<file path="config.mk">
export PLATFORM = sky130hd
export DESIGN_NAME = im_loader
export DESIGN_NICKNAME = d
export VERILOG_FILES = /design/src/rtl/im_pkg.sv /design/src/rtl/im_loader.sv
export SDC_FILE = /design/constraint.sdc
export NUM_CORES = 1
export LEC_CHECK = 0
export CORE_MARGIN = 2
export CORE_UTILIZATION = 35
export CTS_CLUSTER_DIAMETER = 60
export DETAILED_ROUTE_END_ITERATION = 12
export PLACE_DENSITY_LB_ADDON = 0.25
export SYNTH_ARGS = -nofsm -noshare
export SYNTH_HDL_FRONTEND = slang
export SYNTH_SLANG_ARGS = --single-unit
export TNS_END_PERCENT = 30
</file>
<file path="constraint.sdc">
create_clock -name clk -period 5.5 [get_ports clk]
set_clock_uncertainty 0.05 [all_clocks]
set_input_delay 0.55 -clock clk [delete_from_list [all_inputs] [get_ports clk]]
set_output_delay 0.55 -clock clk [all_outputs]
set_load 0.05 [all_outputs]
</file>
<file path="src/rtl/im_pkg.sv">
// im_pkg: shared instruction-memory geometry and the program-loader state encoding.
package im_pkg;
    localparam int IM_ADDR_W = 10;
    localparam int IM_DATA_W = 16;
    localparam int IM_DEPTH  = 1 << IM_ADDR_W;

    typedef enum logic [2:0] {
        S_IDLE,
        S_CNT_HI,
        S_CNT_LO,
        S_W_HI,
        S_W_LO,
        S_FIN
    } ld_state_t;
endpackage

</file>
<file path="src/rtl/im_loader.sv">
// im_loader: byte-stream program loader writing big-endian 16-bit words into instruction memory.
module im_loader
    import im_pkg::*;
#(
    parameter int ADDR_W = IM_ADDR_W,
    parameter int DATA_W = IM_DATA_W
) (
    input  logic              clk,
    input  logic              rst,
    input  logic              start,
    input  logic              in_valid,
    input  logic [7:0]        in_data,
    output logic              in_ready,
    output logic              we,
    output logic [ADDR_W-1:0] waddr,
    output logic [DATA_W-1:0] wdata,
    output logic              busy,
    output logic              done,
    output logic              err
);
    ld_state_t         r_state;
    logic [15:0]       r_count;
    logic [ADDR_W:0]   r_idx;
    logic [7:0]        r_hold;
    logic              w_acc;
    logic [15:0]       w_cnt;
    logic [ADDR_W:0]   w_last;

    assign in_ready = r_state inside {S_CNT_HI, S_CNT_LO, S_W_HI, S_W_LO};
    assign w_acc    = in_valid && in_ready;
    assign w_cnt    = {r_count[15:8], in_data};
    // Count is at most 2^ADDR_W once words are streaming, so ADDR_W+1 bits hold count-1.
    assign w_last   = r_count[ADDR_W:0] - 1'b1;

    always_ff @(posedge clk) begin
        if (rst) begin
            r_state <= S_IDLE;
            r_count <= '0;
            r_idx   <= '0;
            r_hold  <= '0;
            we      <= 1'b0;
            waddr   <= '0;
            wdata   <= '0;
            busy    <= 1'b0;
            done    <= 1'b0;
            err     <= 1'b0;
        end else begin
            we <= 1'b0;
            case (r_state)
                S_IDLE: if (start) begin
                    r_state <= S_CNT_HI;
                    busy    <= 1'b1;
                    done    <= 1'b0;
                    err     <= 1'b0;
                end
                S_CNT_HI: if (w_acc) begin
                    r_count[15:8] <= in_data;
                    r_state       <= S_CNT_LO;
                end
                S_CNT_LO: if (w_acc) begin
                    r_count <= w_cnt;
                    r_idx   <= '0;
                    if (w_cnt == 16'd0) begin
                        r_state <= S_FIN;
                    end else if (int'(w_cnt) > (1 << ADDR_W)) begin
                        r_state <= S_IDLE;
                        busy    <= 1'b0;
                        err     <= 1'b1;
                    end else begin
                        r_state <= S_W_HI;
                    end
                end
                S_W_HI: if (w_acc) begin
                    r_hold  <= in_data;
                    r_state <= S_W_LO;
                end
                S_W_LO: if (w_acc) begin
                    we      <= 1'b1;
                    waddr   <= r_idx[ADDR_W-1:0];
                    wdata   <= {r_hold, in_data};
                    r_idx   <= r_idx + 1'b1;
                    r_state <= (r_idx == w_last) ? S_FIN : S_W_HI;
                end
                S_FIN: begin
                    busy    <= 1'b0;
                    done    <= 1'b1;
                    r_state <= S_IDLE;
                end
                default: r_state <= S_IDLE;
            endcase
        end
    end
endmodule

</file>
After elaboration in Yosys (flattened, before gate mapping)
Cells that the tools add are included.
Storage, ports and cells
  memories kept: 0
  register bits: 68
  memory bits (writable): 0
  bits in latches: 0
  bits in read-only memories: 0
  input port bits: 12
Cells by class
  shift operators: 0
  add/sub/neg operators: 2
  multiply operators: 0
  equal/unequal tests: 13
  $lt $le $gt $ge: 1
  mux-type cells: 26
  bitwise gates (word level): 2
  divide/modulo/power cells: 0
  reduce and logical (&&, ||, !) cells: 18
Operator list (number)
  11-bit two-way mux: 2
  11-bit case mux with 2 select lines: 1
  3-bit two-way mux: 7
  16-bit by 11-bit > comparator with 1-bit output (second input constant): 1
  16-bit logical NOT: 1
  8-bit case mux with 2 select lines: 1
  3-bit case mux with 5 select lines: 1
  5-bit AND reduction: 3
  2-bit != test (second input constant): 6
  11-bit by 1-bit adder with 11-bit output (second input constant): 1
  11-bit == test: 1
  11-bit by 1-bit subtractor with 11-bit output (second input constant): 1
  1-bit two-way mux: 9
  8-bit two-way mux: 1
  2-bit AND reduction: 4
  3-bit by 2-bit == test with 1-bit output (second input constant): 2
  3-bit == test (second input constant): 2
  3-bit AND reduction: 2
  2-bit nonzero test: 3
  1-bit case mux with 2 select lines: 2
  4-bit nonzero test: 1
  3-bit by 1-bit == test with 1-bit output (second input constant): 1
  3-bit logical NOT: 1
  1-bit case mux with 3 select lines: 1
  other kinds (6): 7

Depth between registers and ports, before layout
Gate-level depths: netlist of run 1.
  word-level depth: 5
  mapped depth: 9
  mapped depth without buffers: 8

Least setup slack after synthesis of run 1
No wires, ideal clock.
  kind: flip-flop to output port
  from: register r_state[1]
  to: output port in_ready
  data required time: 4.900 ns
  buffers on the path: 1
  path slack: 3.344 ns
  stages on the path, launching flop included: 4
  arrival: 1.556 ns
  cells stage by stage: dfxtp_1 clkbuf_1 nor2_1 xnor2_1
Between the ends
  cells in the longest elaborated chain, start to end: 2
  elaborated cells on any way between the ends: 5
  those cells by class: eq/ne (4); reduce/logical (1)
RTL lines
  from (decl): line im_loader.sv:21  | ld_state_t r_state;
  from (signal assigned): line im_loader.sv:82  | r_state <= (r_idx == w_last) ? S_FIN : S_W_HI;
  3-bit by 1-bit == test with 1-bit output, or another cell as far along: line im_loader.sv:29  | assign in_ready = r_state inside {S_CNT_HI, S_CNT_LO, S_W_HI, S_W_LO};
  4-bit nonzero test (*): line im_loader.sv:29
  to (decl): line im_loader.sv:13  | output logic in_ready,
Mark *: on every way between the ends. The rest lies on a longest branch, timed or not.

Worst setup path in the final report of run 1
Same ends and word-level chain as after synthesis.

==> qor.csv, run 1 <==
stage;metric;value;unit
drt;drt total wl;7.197;mm
synthesis;top cell type's share of synthesized area;44.81;%
finish;diodes inserted;0;
clock_network;setup bufs post-CTS;0;
timing;RSZ-0062 raised after global routing;no;
critical_path;reg2reg setup slack;3.19;ns
global_routing;first-pass GRT wire length;12.20;mm
die;core box area;8299;sq um
placement;Placed Cells incl. Taps;515;
status;status;finished clean;
timing;relative slew slack;27.21;%
drt;1st-pass router iterations;4;
power_and_ir_drop;P_int;0.7991;mW
finish;Post-Route Utilization;44.79;%
placement;Placer Congestion;0.8663;
global_routing;remaining global-route overflow;0;
synthesis;Synth async-reset ratio;0;%
synthesis;count leader, synth;nand2_1;
run;maxcap violations;0;
critical_path;Worst path slowest cell;clkdlybuf4s50_1;
timing;max-slew violations;0;
power_and_ir_drop;Pwr Density;282.7;nW/um^2
clock_network;CTS tree;done;
power_and_ir_drop;leakage power;1.280;nW
drt;Vias per Instance;5.049;
die;die height;97.17;microns
global_routing;pin count of the biggest net entering global routing;61;
clock_network;Post-CTS Hold Fix Bufs;0;
synthesis;synthesized area;3038;sq um
global_routing;antenna violations before repair;0;
synthesis;post-synthesis instance total;391;
critical_path;Buf/Inv on CP;1;
critical_path;worst r2r src;r_count[0];
synthesis;Synth area leader;dfxtp_1;
power_and_ir_drop;VDD IR max;0.0001480;V
timing;setup TNS;0;ns
power_and_ir_drop;Clock power frac;43.3;%
die;Initial Util;36.60;%
synthesis;Area contributors post-synth;dfxtp_1 (45%), nand2_1 (14%), a21oi_1 (9.2%);
clock_network;Worst-path clk slew;0.07;ns
hold_path;HP Start;waddr[8];
timing;final period utilization;49.47;%
timing;Max Clk Rate;367.5;MHz
critical_path;Worst setup EP type;primary output;
drt;via count;2676;
timing;minimum clock period;2.721;ns
power_and_ir_drop;switch share;23.97;%
critical_path;CP Launch Type;flop;
synthesis;Synth Flop Type;dfxtp_1;
finish;non-filler cells, final;530;
power_and_ir_drop;Reg power frac;48.3;%
power_and_ir_drop;portion of total power attributed to combinational logic;8.4;%
finish;area added between synthesis and finish;22.36;%
critical_path;CP Cell Sequence;nor2_1 > xnor2_1 > clkdlybuf4s50_1;
synthesis;Avg Inst Size Synth;7.770;sq um
clock_network;# resized after CTS;0;
synthesis;Seq/Total Area, Yosys;44.81;%
critical_path;CP arrival;2.12;ns
placement;DP Wirelength;4.866;mm
clock_network;Root Driver;clkbuf_8;
finish;layout cells sized above 1;5.882;%
clock_network;H-tree Lvls;3;
synthesis;Mapped Nets;405;
synthesis;Yosys cell types;45;
critical_path;Critical Path RT;4.90;ns
clock_network;Num CTS Buffers;9;
critical_path;CP delay by family, top;buffers and inverters;
global_routing;vias in the first global route;2493;
timing;worst-margin pin slew;1.092;ns
finish;FF/Latch Area;1361;sq um
synthesis;Syn. warnings;0;
synthesis;#FFs+latches synth;68;
finish;Multi-input gate area;1564;sq um
synthesis;number of flops mapped to enable cells by yosys;0;
drt;wire per inst;13.58;microns
finish;Layout Nets;435;
clock_network;CTS max path bufs;2;
clock_network;Sink Count;68;
clock_network;Worst-Skew Late Latency;0.34;ns
global_routing;GRT Util Overall;15.77;%
critical_path;Setup crit start;r_state[1];
die;Die ar.;9441;sq um
drt;DR iter-0 viols;90;
placement;PortBufs;42;
die;Boundary Pins;43;
drt;post-route ant nets;0;
critical_path;Max stage delay on crit path;0.82;ns
critical_path;Setup CP Type;flop to primary output;
critical_path;CP Max Fanout;11;
die;# rows;33;
hold_path;Hold WC Path Type;flop to flop;
drt;DR DRC count;0;
finish;# fillers;834;
power_and_ir_drop;P_sw;0.2519;mW
timing;final hold vios;0;
synthesis;Post-synth top cells;nand2_1 (114), dfxtp_1 (68), a21oi_1 (56), nor2_1 (25), clkbuf_1 (21);
timing;Final setup viols;0;
die;Die W;97.17;microns
[power by group through the flow]
| stage | Sequential, mW | Clock, mW | Combinational, mW |
|---|---|---|---|
| global placement | 0.519 | 0 | 0.0871 |
| floorplan | 0.519 | 0 | 0.0603 |
| CTS | 0.508 | 0.466 | 0.0883 |
| global route | 0.509 | 0.487 | 0.0989 |
| detailed placement | 0.519 | 0 | 0.0879 |
| finish | 0.508 | 0.455 | 0.0883 |
[layout by cell type (no fill, tap or decap), drive strengths merged, types with 2 or more instances in the layout]
| cell type | Yosys | layout |
|---|---|---|
| a211oi | 3 | 3 |
| a21oi | 57 | 57 |
| a22oi | 2 | 2 |
| a31oi | 2 | 2 |
| and2 | 2 | 2 |
| and3 | 7 | 7 |
| and4 | 3 | 3 |
| buf | 4 | 3 |
| bufinv | 0 | 2 |
| clkbuf | 21 | 11 |
| clkdlybuf4s50 | 0 | 41 |
| clkinv | 0 | 2 |
| dfxtp | 68 | 68 |
| ha | 2 | 2 |
| inv | 4 | 4 |
| mux2i | 2 | 2 |
| nand2 | 115 | 115 |
| nand2b | 6 | 6 |
| nand3 | 6 | 6 |
| nand4 | 3 | 3 |
| nand4bb | 2 | 2 |
| nor2 | 25 | 25 |
| nor2b | 2 | 2 |
| nor3 | 8 | 8 |
| nor4 | 2 | 2 |
| nor4b | 2 | 2 |
| o21ai | 4 | 4 |
| o31ai | 2 | 2 |
| o32a | 2 | 2 |
| xnor2 | 7 | 7 |
| xor2 | 16 | 16 |
[tightest hold or removal path: stages (launching register included)]
cell and delay, ns:
dfxtp_1 0.31, nand2_1 0.05, a21oi_1 0.05
[through the flow]
| step | setup WS, ns | power (mW) | instance area (sq um) | hold WS, ns |
|---|---|---|---|---|
| floorplan | 3.344 | 0.5792 | 3038 | 0.3822 |
| global placement | 2.930 | 0.6059 | 3502 | 0.3878 |
| CTS | 2.764 | 1.061 | 3717 | 0.4056 |
| finish | 2.779 | 1.051 | 3717 | 0.4035 |
| global route | 2.694 | 1.095 | 3717 | 0.4223 |
| detailed placement | 2.881 | 0.6070 | 3502 | 0.3938 |
[registers in the layout, summed over array words and instances (netlist names)]
name and flops:
r_count 16, wdata 16, r_idx 11, waddr 10, r_hold 8, r_state 3
busy 1, done 1, err 1, we 1
[final cells by class]
type                            count  area share [%]
Inverter                            4          0.4039
Sequential cell                    68           36.62
Tap cell                          105           3.534
Multi-Input combinational cell    294           42.07
Clock inverter                      4           1.986
Clock buffer                       11           3.803
Timing Repair Buffer               44           11.58
[kinds of logic after synthesis]
| logic type | Yosys count | share of synthesized area (%) |
|---|---|---|
| buffers and inverters | 29 | 3.706 |
| AO/OA/AOI/OAI | 81 | 15.53 |
| AND/OR/NAND/NOR | 186 | 27.84 |
| flip-flops | 68 | 44.81 |
| adder cells (fa/ha/maj) | 2 | 0.8236 |
| multiplexers | 2 | 0.6590 |
| XOR/XNOR | 23 | 6.631 |
[final timing paths]
| path | end | cells after the start |
|---|---|---|
| max | in_ready | 3 |
| min | waddr[8] | 2 |
| max reg2reg | r_state[1] | 8 |
| min reg2reg | waddr[8] | 2 |
[metal layers]
| layer | global-route usage, % | wire length [microns] | vias up |
|---|---|---|---|
| li1 | - | - | 1378 |
| met1 | 21.16 | 3536 | 1235 |
| met2 | 24.57 | 3288 | 53 |
| met3 | 4.173 | 300 | 10 |
| met4 | 5.417 | 72 | 0 |
| met5 | 0 | 0 | - |
(Power assumes the default switching activity.)
==> run 2: changes to the inputs <==
==> constraint.sdc (replaced) <==
create_clock -name clk -period 2.2 [get_ports clk]
set_clock_uncertainty 0.05 [all_clocks]
set_input_delay 0.22 -clock clk [delete_from_list [all_inputs] [get_ports clk]]
set_output_delay 0.22 -clock clk [all_outputs]
set_load 0.05 [all_outputs]
==> qor.csv, run 2 (synthesis gave the netlist of run 1 again) <==
stage;metric;value;unit;change
finish;diodes inserted;0;;unchanged
global_routing;vias in the first global route;2692;;was 2493
timing;final hold vios;0;;unchanged
timing;worst slack on hold paths;0.2427;ns;was 0.4035 ns
critical_path;CP Max Fanout;5;;was 11
clock_network;Worst-path clk slew;0.08;ns;was 0.07 ns
critical_path;CP delay by family, top;compound AO/OA/AOI/OAI gates;;was buffers and inverters
placement;pre-CTS setup slack;-0.01723;ns;was 2.881 ns
die;die height;97.17;microns;unchanged
clock_network;CTS max path bufs;2;;unchanged
clock_network;Sink Count;68;;unchanged
finish;area added between synthesis and finish;27.35;%;was 22.36%
die;core box area;8299;sq um;unchanged
timing;relative slew slack;62.65;%;was 27.21%
power_and_ir_drop;VDD IR max;0.0003657;V;was 0.0001480 V
drt;drt total wl;7.573;mm;was 7.197 mm
drt;1st-pass router iterations;4;;unchanged
global_routing;pin count of the biggest net entering global routing;30;;was 61
finish;Finished Cell Area;3869;sq um;was 3717 sq um
placement;placed instance area;3650;sq um;was 3502 sq um
critical_path;Worst path slowest cell;dfxtp_1;;was clkdlybuf4s50_1
power_and_ir_drop;Pwr Density;681.8;nW/um^2;was 282.7 nW/um^2
global_routing;antenna violations before repair;0;;unchanged
placement;PortBufs;42;;unchanged
global_routing;GRT Util Overall;16.82;%;was 15.77%
drt;DR DRC count;0;;unchanged
clock_network;Post-CTS Hold Fix Bufs;0;;unchanged
global_routing;first-pass GRT wire length;12.85;mm;was 12.20 mm
status;status;finished clean;;unchanged
clock_network;H-tree Lvls;3;;unchanged
finish;commonest non-fill, non-tap cell in the layout;nand2_1;;unchanged
critical_path;Worst setup EP type;flop;;was primary output
drt;post-route ant nets;0;;unchanged
timing;Final WS setup;0.1261;ns;was 2.779 ns
timing;minimum clock period;2.074;ns;
run;maxcap violations;0;;unchanged
hold_path;Hold WC Path Type;primary input to flop;;was flop to flop
critical_path;CP arrival;2.29;ns;was 2.12 ns
placement;DP Wirelength;5.477;mm;was 4.866 mm
timing;max-slew violations;0;;unchanged
drt;Vias per Instance;5.091;;was 5.049
die;Boundary Pins;43;;unchanged
critical_path;CP Launch Type;flop;;unchanged
finish;layout cells sized above 1;10.79;%;was 5.882%
timing;RSZ-0062 raised after global routing;no;;unchanged
drt;via count;2800;;was 2676
placement;Placer Congestion;0.8775;;was 0.8663
timing;Final setup viols;0;;unchanged
global_routing;remaining global-route overflow;0;;unchanged
critical_path;Buf/Inv on CP;1;;unchanged
critical_path;Critical Path RT;2.42;ns;was 4.90 ns
power_and_ir_drop;leakage power;1.370;nW;was 1.280 nW
finish;largest registers;r_count x16, wdata x16, r_idx x11;;unchanged
clock_network;CTS tree;done;;unchanged
die;# rows;33;;unchanged
clock_network;Num CTS Buffers;9;;unchanged
timing;final period utilization;94.27;%;
die;Die W;97.17;microns;unchanged
timing;setup TNS;0;ns;unchanged
critical_path;CP Cell Sequence;inv_1 > ha_1 > xor2_1 > o31ai_1 > a41oi_1 > a311oi_2 > nand4_1 > a31oi_1;;was nor2_1 > xnor2_1 > clkdlybuf4s50_1
critical_path;reg2reg setup slack;0.13;ns;was 3.19 ns
critical_path;Setup CP Type;flop to flop;;was flop to primary output
finish;Layout Nets;455;;was 435
drt;wire per inst;13.77;microns;was 13.58 microns
finish;most frequent cells in the layout;nand2_1 (114), dfxtp_1 (68), a21oi_1 (56), clkdlybuf4s50_1 (40), nor2_1 (25);;was nand2_1 (114), dfxtp_1 (68), a21oi_1 (56), clkdlybuf4s50_1 (41), nor2_1 (25)
critical_path;Max stage delay on crit path;0.40;ns;was 0.82 ns
clock_network;Root Driver;clkbuf_8;;unchanged
die;Die ar.;9441;sq um;unchanged
timing;worst-margin pin slew;0.5573;ns;was 1.092 ns
die;Initial Util;36.60;%;unchanged
drt;DR iter-0 viols;123;;was 90
timing;Max Clk Rate;482.2;MHz;
clock_network;Worst-Skew Late Latency;0.34;ns;about the same
==> run 2: layout make-up <==
| cell class | count | area [sq um] |
|---|---|---|
| Fill cell | 833 | 4431 |
| Multi-Input combinational cell | 294 | 1570 |
| Sequential cell | 68 | 1361 |
| Timing Repair Buffer | 64 | 578.1 |
| Tap cell | 105 | 131.4 |
| Clock buffer | 9 | 123.9 |
| Clock inverter | 6 | 88.84 |
| Inverter | 4 | 15.01 |
==> run 2: worst register-to-register path: cells and delay by family, from the launching register on <==
family | cells | cell delay (ns)
buffers and inverters | 1 | 0.06
AOI/OAI and AO/OA | 4 | 0.99
adders and majority gates | 1 | 0.22
xor gates and xnor gates | 1 | 0.15
DFF | 1 | 0.40
and+or+nand+nor | 1 | 0.15
==> run 2: final timing paths <==
path | start | cells past startpoint | end
setup / recovery | r_count[0] | 8 | r_state[2]
hold / removal | rst | 2 | we
setup reg to reg | r_count[0] | 8 | r_state[2]
hold reg to reg | wdata[11] | 2 | wdata[11]
==> run 2: repair_timing <==
item	in CTS	in global routing
setup endpoints to repair	0	1
setup buffers	0	0
resized for setup	0	1
==> run 2: routing by layer <==
layer  GRT usage [%]  part of all wire [%]
met5               0                     0
met4           6.717                  0.82
met3           4.820                   4.5
met2           27.99                    50
met1           20.45                    45
==> run 2: report_power, final <==
part           leakage [nW]  total, mW  internal (mW)  switching, mW
Sequential            0.549       1.26           1.25         0.0149
Clock                 0.102       1.12          0.633          0.482
Combinational         0.719      0.260          0.108          0.152
Total                  1.37       2.64           1.99          0.649
==> run 2: stage by stage <==
stage | power, mW | utilization, % | instances
after floorplan | 1.448 | - | 391
after global placement | 1.544 | 43.98 | 535
after detailed placement | 1.549 | 43.98 | 535
after CTS | 2.662 | 46.54 | 550
after global routing | 2.745 | 46.62 | 550
final | 2.638 | 46.62 | 550
